===== src/rtl/virtq_notify_sched.sv =====
// rtl/virtq_notify_sched.sv - virtqueue notify scheduler: pending bitmap, round-robin grant, DMA fetch handshake
// Optional statistics counters are enabled by defining VIRTQ_SCHED_STATS_EN.
module virtq_notify_sched #(
  parameter int NUM_QUEUES = 4,
  parameter int QIDX_W     = 2,
  parameter int TIMEOUT_W  = 16
) (
  input  logic                  aclk,
  input  logic                  aresetn,
  input  logic                  drv_ok,
  input  logic                  notify_pulse,
  input  logic [QIDX_W-1:0]     notify_qidx,
  input  logic [NUM_QUEUES-1:0] que_enable,
  input  logic [TIMEOUT_W-1:0]  timeout_limit,
  output logic                  req_valid,
  input  logic                  req_ready,
  output logic [QIDX_W-1:0]     req_qidx,
  input  logic                  done_valid,
  input  logic                  done_err,
  output logic [NUM_QUEUES-1:0] pending,
  output logic                  busy,
  output logic                  err_pulse,
  output logic [QIDX_W-1:0]     err_qidx,
  output logic [15:0]           svc_count,
  output logic [15:0]           coal_count
);

  typedef enum logic [1:0] {ST_IDLE, ST_REQ, ST_WAIT} state_t;

  state_t                  state;
  logic [QIDX_W-1:0]       rr_ptr;
  logic [TIMEOUT_W-1:0]    wait_cnt;
  logic [TIMEOUT_W-1:0]    cnt_inc;
  logic                    notify_ok;
  logic [NUM_QUEUES-1:0]   set_mask;
  logic [NUM_QUEUES-1:0]   grant_mask;
  logic [NUM_QUEUES-1:0]   eligible;
  logic [2*NUM_QUEUES-1:0] elig_dbl;
  logic                    grant_found;
  logic [QIDX_W:0]         grant_sum;
  logic [QIDX_W-1:0]       grant_idx;
  logic [QIDX_W-1:0]       rr_next;
  logic                    grant_fire;
  logic                    timeout_hit;

  assign notify_ok = notify_pulse && drv_ok && (32'(notify_qidx) < NUM_QUEUES);
  assign set_mask  = notify_ok ? (NUM_QUEUES'(1) << notify_qidx) : '0;
  assign eligible  = pending & que_enable;

  // Rotating the doubled vector by rr_ptr turns the wrap-around search into a lowest-set-bit scan.
  assign elig_dbl = {eligible, eligible} >> rr_ptr;

  always_comb begin
    grant_found = 1'b0;
    grant_sum   = '0;
    for (int i = 0; i < NUM_QUEUES; i++) begin
      if (!grant_found && elig_dbl[i]) begin
        grant_found = 1'b1;
        grant_sum   = {1'b0, rr_ptr} + (QIDX_W+1)'(i);
      end
    end
    if (grant_sum >= (QIDX_W+1)'(NUM_QUEUES)) begin
      grant_sum = grant_sum - (QIDX_W+1)'(NUM_QUEUES);
    end
    grant_idx = grant_sum[QIDX_W-1:0];
  end

  assign rr_next     = (grant_idx == QIDX_W'(NUM_QUEUES-1)) ? '0 : grant_idx + QIDX_W'(1);
  assign grant_fire  = (state == ST_IDLE) && drv_ok && grant_found;
  assign grant_mask  = grant_fire ? (NUM_QUEUES'(1) << grant_idx) : '0;
  assign cnt_inc     = wait_cnt + TIMEOUT_W'(1);
  assign timeout_hit = (timeout_limit != '0) && (cnt_inc == timeout_limit);

  // A notify landing in its own grant cycle re-sets the bit so the queue is serviced again.
  always_ff @(posedge aclk or negedge aresetn) begin
    if (!aresetn) begin
      pending <= '0;
      rr_ptr  <= '0;
    end else if (!drv_ok) begin
      pending <= '0;
      rr_ptr  <= '0;
    end else begin
      pending <= (pending & ~grant_mask) | set_mask;
      if (grant_fire) begin
        rr_ptr <= rr_next;
      end
    end
  end

  always_ff @(posedge aclk or negedge aresetn) begin
    if (!aresetn) begin
      state     <= ST_IDLE;
      req_valid <= 1'b0;
      req_qidx  <= '0;
      busy      <= 1'b0;
      err_pulse <= 1'b0;
      err_qidx  <= '0;
      wait_cnt  <= '0;
    end else begin
      err_pulse <= 1'b0;
      case (state)
        ST_IDLE: begin
          if (grant_fire) begin
            state     <= ST_REQ;
            req_valid <= 1'b1;
            req_qidx  <= grant_idx;
            busy      <= 1'b1;
          end
        end
        ST_REQ: begin
          // Device reset withdraws the request without a handshake.
          if (!drv_ok) begin
            state     <= ST_IDLE;
            req_valid <= 1'b0;
            busy      <= 1'b0;
          end else if (req_ready) begin
            state     <= ST_WAIT;
            req_valid <= 1'b0;
            wait_cnt  <= '0;
          end
        end
        ST_WAIT: begin
          if (done_valid) begin
            state <= ST_IDLE;
            busy  <= 1'b0;
            if (done_err) begin
              err_pulse <= 1'b1;
              err_qidx  <= req_qidx;
            end
          end else if (timeout_hit) begin
            state     <= ST_IDLE;
            busy      <= 1'b0;
            err_pulse <= 1'b1;
            err_qidx  <= req_qidx;
          end else begin
            wait_cnt <= cnt_inc;
          end
        end
        default: begin
          state     <= ST_IDLE;
          req_valid <= 1'b0;
          busy      <= 1'b0;
        end
      endcase
    end
  end

`ifdef VIRTQ_SCHED_STATS_EN
  logic        drv_ok_q;
  logic [15:0] svc_q;
  logic [15:0] coal_q;

  always_ff @(posedge aclk or negedge aresetn) begin
    if (!aresetn) begin
      drv_ok_q <= 1'b0;
      svc_q    <= '0;
      coal_q   <= '0;
    end else begin
      drv_ok_q <= drv_ok;
      if (drv_ok_q && !drv_ok) begin
        svc_q  <= '0;
        coal_q <= '0;
      end else begin
        if ((state == ST_WAIT) && done_valid && (svc_q != 16'hFFFF)) begin
          svc_q <= svc_q + 16'd1;
        end
        if (((pending & set_mask) != '0) && (coal_q != 16'hFFFF)) begin
          coal_q <= coal_q + 16'd1;
        end
      end
    end
  end

  assign svc_count  = svc_q;
  assign coal_count = coal_q;
`else
  assign svc_count  = '0;
  assign coal_count = '0;
`endif

endmodule


===== config.mk =====
export PLATFORM = sky130hd
export DESIGN_NAME = virtq_notify_sched
export DESIGN_NICKNAME = d
export VERILOG_FILES = /design/src/rtl/virtq_notify_sched.sv
export SDC_FILE = /design/constraint.sdc
export NUM_CORES = 1
export LEC_CHECK = 0
export CAP_MARGIN = 5
export CORE_MARGIN = 5
export CORE_UTILIZATION = 50
export CTS_BUF_LIST = sky130_fd_sc_hd__clkbuf_2
export CTS_CLUSTER_SIZE = 14
export DETAILED_ROUTE_END_ITERATION = 8
export GPL_TIMING_DRIVEN = 0
export PLACE_DENSITY_LB_ADDON = 0.3
export SLEW_MARGIN = 20
export SYNTH_ARGS = -nofsm -noshare
export SYNTH_HDL_FRONTEND = slang
export SYNTH_SLANG_ARGS = --single-unit
export TNS_END_PERCENT = 20

===== constraint.sdc =====
create_clock -name aclk -period 3.4 [get_ports aclk]
set_clock_uncertainty 0.15 [all_clocks]
set_input_delay 0.85 -clock aclk [delete_from_list [all_inputs] [get_ports aclk]]
set_output_delay 0.85 -clock aclk [all_outputs]
set_load 0.03 [all_outputs]

# Word-level counts from Yosys, hierarchy flattened
# Cells that the tools add are included.
totals:
  ff_bits: 31
  output_inout_bits: 43
op_classes:
  bitwise: 5
  addsub: 6
  magnitude_cmp: 1
  n_mux: 41
  reduce_logical: 20
  n_shift: 3
  n_eq_ne: 14
op_table:
  columns: ["operator", "n"]
  rows:
  - ["two-way mux 16 bit", 4]
  - ["one-hot mux 16 bit (2 select lines)", 1]
  - ["two-way mux 2 bit", 13]
  - ["adder 16 x 1 -> 16 bit, second input constant", 1]
  - ["equality test 16 bit", 1]
  - ["nonzero test 16 bit", 1]
  - ["two-way mux 1 bit", 14]
  - ["two-way mux 4 bit", 3]
  - ["inequality test 2 bit, second input constant", 6]
  - ["AND reduction 3 bit", 4]
  - ["two-way mux 3 bit", 3]
  - ["bitwise AND 4 bit", 2]
  - ["left shift 1 x 2 -> 4 bit, first input constant", 2]
  - ["right shift 8 x 2 -> 4 bit", 1]
  - ["logical AND 1 bit", 7]
  - ["adder 2 x 2 -> 3 bit, second input constant", 2]
  - ["inequality test 3 bit, second input constant", 2]
  - ["one-hot mux 1 bit (3 select lines)", 2]
  - ["one-hot mux 2 bit (3 select lines)", 1]
  - ["AND reduction 5 bit", 1]
  - ["equality test 2 bit, second input constant", 2]
  - ["inequality test 2 x 1 -> 1 bit, second input constant", 2]
  - ["NOT 4 bit", 1]
  - ["OR 4 bit", 1]
  - ["10 further kinds", 13]

# Logic depth before layout (Yosys ltp)
depth:
  depth_word: 20
  depth_mapped: 12
  ltp_nobuf: 10

# Least setup slack after synthesis
# OpenSTA, ideal clock, no wires.
synth_timing:
  path_type: "input to register"
  startpoint: "in timeout_limit[7]"
  endpoint: "reg wait_cnt[9]"
  t_arrival_ns: 2.591
  n_path_buf: 1
  stages: 8
  slack_ns: 0.541
  path_cell_list: "xnor2_1 or4b_1 a22oi_2 nand4b_4 o21ai_4 buf_2 o31ai_1 a21o_1"
synth_via:
  elab_chain_len: 4
synth_rtl:
  columns: ["element", "line_no", "text"]
  rows:
  - ["start, declared", "14", "input logic [TIMEOUT_W-1:0] timeout_limit,"]
  - ["equality test 16 bit or nonzero test 16 bit (tied branches)", "72", "assign timeout_hit = (timeout_limit != '0) && (cnt_inc == timeout_limit);"]
  - ["logical AND 1 bit (*)", "72", null]
  - ["inequality test 2 bit (no source line) (*)", null, null]
  - ["AND reduction 5 bit (no source line) (*)", null, null]
  - ["end signal, assigned", "136", "wait_cnt <= cnt_inc;"]
  - ["end, declared", "32", "logic [TIMEOUT_W-1:0] wait_cnt;"]
# Mark *: on every way between the ends. The rest lies on a longest branch, timed or not.
# A chain may end at the register's enable or synchronous reset.

# Worst setup path after layout
layout_timing:
  startpoint: "in timeout_limit[8]"
  endpoint: "reg wait_cnt[9]"
# Same word-level chain as after synthesis.

==> results.txt <==
- Status: completed
- The synthesized design contains 0 enable-type register cells.
* Placement row count: 26
- Count of cell types in the netlist: 59
- The routed design could run at a clock period as short as ~3200 ps.
- Layout area overhead: 26.71%
* Data required time of the worst path: 3540 ps
- The core region is approximately 0.005 mm2.
* Count of antenna diodes in the layout: 0
- Worst Setup Slack, final: between 150 and 200 ps
- Across every metal layer, demand over resource in global routing totals 19.63%.
* Syn Inst Count: ~300
* Max-cap violations: 0
- Clock-pin slew was measured on the worst setup and hold paths at between 200 and 250 ps.
- Clock latency on the worst-skew pair, taken at its later pin, is around 400 ps.
- After detailed placement, the total cell area comes to around 0.0032 mm2.
- Leak: about 1.5 nW
- IR Drop Worst-Case VDD: roughly 260 uV
- Power Density: between 500 and 600 mW/mm2
* Most common flop cell mapped by yosys: sky130_fd_sc_hd__dfrtp_1
- Class of the most critical hold timing path: in -> async
- Number of post-CTS setup repair buffers: 0
- Iteration count of the initial detailed-routing pass: 4
* Weighted congestion reported at the end of routability-driven placement: around 0.89
- The filler cells instantiated in the layout total 454.
* Actual slew at the worst max-slew pin: 734.6 ps
- In this run the mean area of a mapped cell was roughly 8.6 um2.
- Via density per instance: between 5 and 6
- In the final layout, the multi-input gates occupy between 0.0015 and 0.002 mm2.
- Post-CTS repair changed the size of 0 cells.
* Startpoint type of the worst setup path: input pin
- Synth area leader: sky130_fd_sc_hd__dfrtp_1
* Total CTS buffers: 5
- Global routing finished with a remaining overflow of 0.
* #FFs+latches synth: 31
- Global-route wire length before repair: roughly 10,000 um
* Total number of vias: approximately 2.4k
- The floorplan step defined a die boundary enclosing a little under 0.007 mm2.
- Drt wl/cell: 14.42 um
- After synthesis, the cell types taking the most area are sky130_fd_sc_hd__dfrtp_1 (30%), sky130_fd_sc_hd__buf_4 (10%), sky130_fd_sc_hd__xnor2_1 (5.1%).
- Fraction of layout instances using a drive strength above 1: about 16%
* Top cell type's share of synthesized area: ~30%
* Setup-violating endpoint count in the final report: 0
- Root Driver: sky130_fd_sc_hd__clkbuf_2
* Fraction of registers with async set or reset after synthesis: between 90% and 100%
- Entering global routing, the biggest net connects 32 pins.
* Cell depth of the worst flop-to-flop path: 11
* Horizontal die dimension: roughly 82 um
- In this run the tool buffered the top-level ports with 39 buffer cells.
- Effective utilization at floorplan: 51.13%
- TritonCTS clock tree: yes
* Number of buffers added to fix hold violations after cts: 0
- Synth Cell Area: about 0.0026 mm2
* Clk sink count: 31
* Headroom to the max-slew limit: about half
- STA classifies the critical path endpoint as a flip-flop.
- At the end of the flow the core is filled with cells to approximately two thirds.
- The detail route stage leaves a number of antenna-violating nets equal to 0.
- Worst setup timing slack at the placement stage: -306.0 ps
- First DRT Iteration DRCs: ~170
* Number of primary I/O pins: 72
- Highest-count cells in the layout ignoring fill and taps: sky130_fd_sc_hd__buf_4 (38), sky130_fd_sc_hd__clkdlybuf4s50_1 (38), sky130_fd_sc_hd__conb_1 (32)
* Sequential standard cell area: roughly 780 um2
* Fin area: between 0.003 and 0.004 mm2
* Setup slack of the worst register-to-register path: 250 ps
* Crit path DAT: between 3000 and 4000 ps
* Maximum fanout count along the critical path: 10
- The critical path is of the in -> reg type.
- Max H-tree Level: 2
* Total count of hold-check failures in the final report: 0
- Post-route setup TNS: 0 ps
- Counting along the longest clock path gives a buffer depth of 2.
- Reg-to-Reg Start: wait_cnt[0]
* Final max-slew violation count: 0
- Height of the die: roughly 80 um
- RSZ-0062 raised after global routing: no
- Summed over all nets, the half-perimeter wirelength after detailed placement is slightly below 5000 um.
- After detailed routing, the number of remaining DRC violations is 0.
- Proportion of synthesized chip area in sequential cells: 29.89%
- The initial antenna violation count was 0.
* Terminus of the critical flop-to-flop path: wait_cnt[9]
- After layout, the worst path uses around 96% of the clock period.
- Yosys printed 0 warnings.
- Peak clock frequency supported by timing: 307.7 MHz
- Fin nets: between 400 and 500
* Final routed wirelength across all metal layers: between 6000 and 7000 um
- The number of global-route vias before repair was between 2k and 2.5k.
[synth_stat cells (all sizes together) (2+ instances only)]
master  number
nor2b        8
mux2         4
o21ai       11
a211o        4
a21oi        7
clkbuf       7
nand4b       2
o31ai        9
ha           5
nand2b       3
nand3       21
nand2       26
buf         41
nor2        13
xnor2       15
nand4        7
a221o        2
mux2i        2
xor2         7
nor3b        2
dfrtp       31
a22oi        4
and2         3
and3         2
nor4         8
inv         10
or3          2
nor3        11
a21boi       4
a21o        11
o311ai       2
[through the flow]
step | instances | power (mW) | hold WS (ps)
2_1_floorplan | 332 | 1.174 | 338.7
3_3_place_gp | 441 | 1.351 | 313.2
3_5_place_dp | 441 | 1.373 | 336.1
4_1_cts | 449 | 1.722 | 331.2
5_1_grt | 450 | 1.828 | 346.0
6_report | 450 | 1.718 | 318.5
[cells by family (layout without fill, tap and decap cells)]
group,after synthesis,in the layout,synth area share [%]
buffers and inverters,58,106,14.08
other,1,32,0.1445
AND/OR/NAND/NOR,113,113,24.35
XOR/XNOR,22,22,7.425
AO/OA/AOI/OAI,65,65,19.19
adder cells (fa/ha/maj),5,5,2.411
multiplexers,6,6,2.507
flip-flops,31,31,29.89
[sequential cells by signal, indices dropped and copies added, names as in the netlist]
name / flops
busy: 1
err_pulse: 1
err_qidx: 2
pending: 4
req_qidx: 2
req_valid: 1
rr_ptr: 2
state: 2
wait_cnt: 16
[power by group]
| part | internal [mW] | switching, mW | total (mW) |
|---|---|---|---|
| Sequential | 0.470 | 0.111 | 0.581 |
| Clock | 0.198 | 0.147 | 0.345 |
| Combinational | 0.336 | 0.456 | 0.792 |
[worst max-delay path, stage by stage]
cell                              delay [ps]
sky130_fd_sc_hd__clkdlybuf4s50_1         520
sky130_fd_sc_hd__nand2b_1                190
sky130_fd_sc_hd__or4_1                   400
sky130_fd_sc_hd__a21boi_0                220
sky130_fd_sc_hd__a221o_1                 220
sky130_fd_sc_hd__nand4b_4                170
sky130_fd_sc_hd__o21ai_4                 250
sky130_fd_sc_hd__buf_2                   300
sky130_fd_sc_hd__o31ai_1                 100
sky130_fd_sc_hd__a21o_1                  160
[worst max-delay path by stage]
stage                     startpoint           to  slack (ps)  cells after the start
finish              timeout_limit[8]  wait_cnt[9]         150                     10
global route        timeout_limit[8]  wait_cnt[8]          10                     11
CTS                 timeout_limit[8]  wait_cnt[9]         100                     10
detailed placement  timeout_limit[8]  wait_cnt[3]        -310                     10
global placement    timeout_limit[7]  wait_cnt[4]        -230                      9
floorplan           timeout_limit[7]  wait_cnt[9]         540                      8
[metal layers]
metal	track usage (%)	vias up	routed length (um)	share of wire, %
met3	4.167	15	460	7.1
met1	24.29	1129	2696	42
met5	0	-	0	0
li1	-	1176	-	-
met2	33.28	101	3210	49
met4	7.475	0	119	1.8
[final cells by class]
class,count,area share [%]
timing repair buffer,41,12.18
tap,70,2.664
inverter,10,1.142
clock buffer,5,0.7610
multi-input combinational,243,47.76
buffer,47,9.855
sequential,31,23.59
clock inverter,3,2.055
Power figures use the tool's default switching activity.
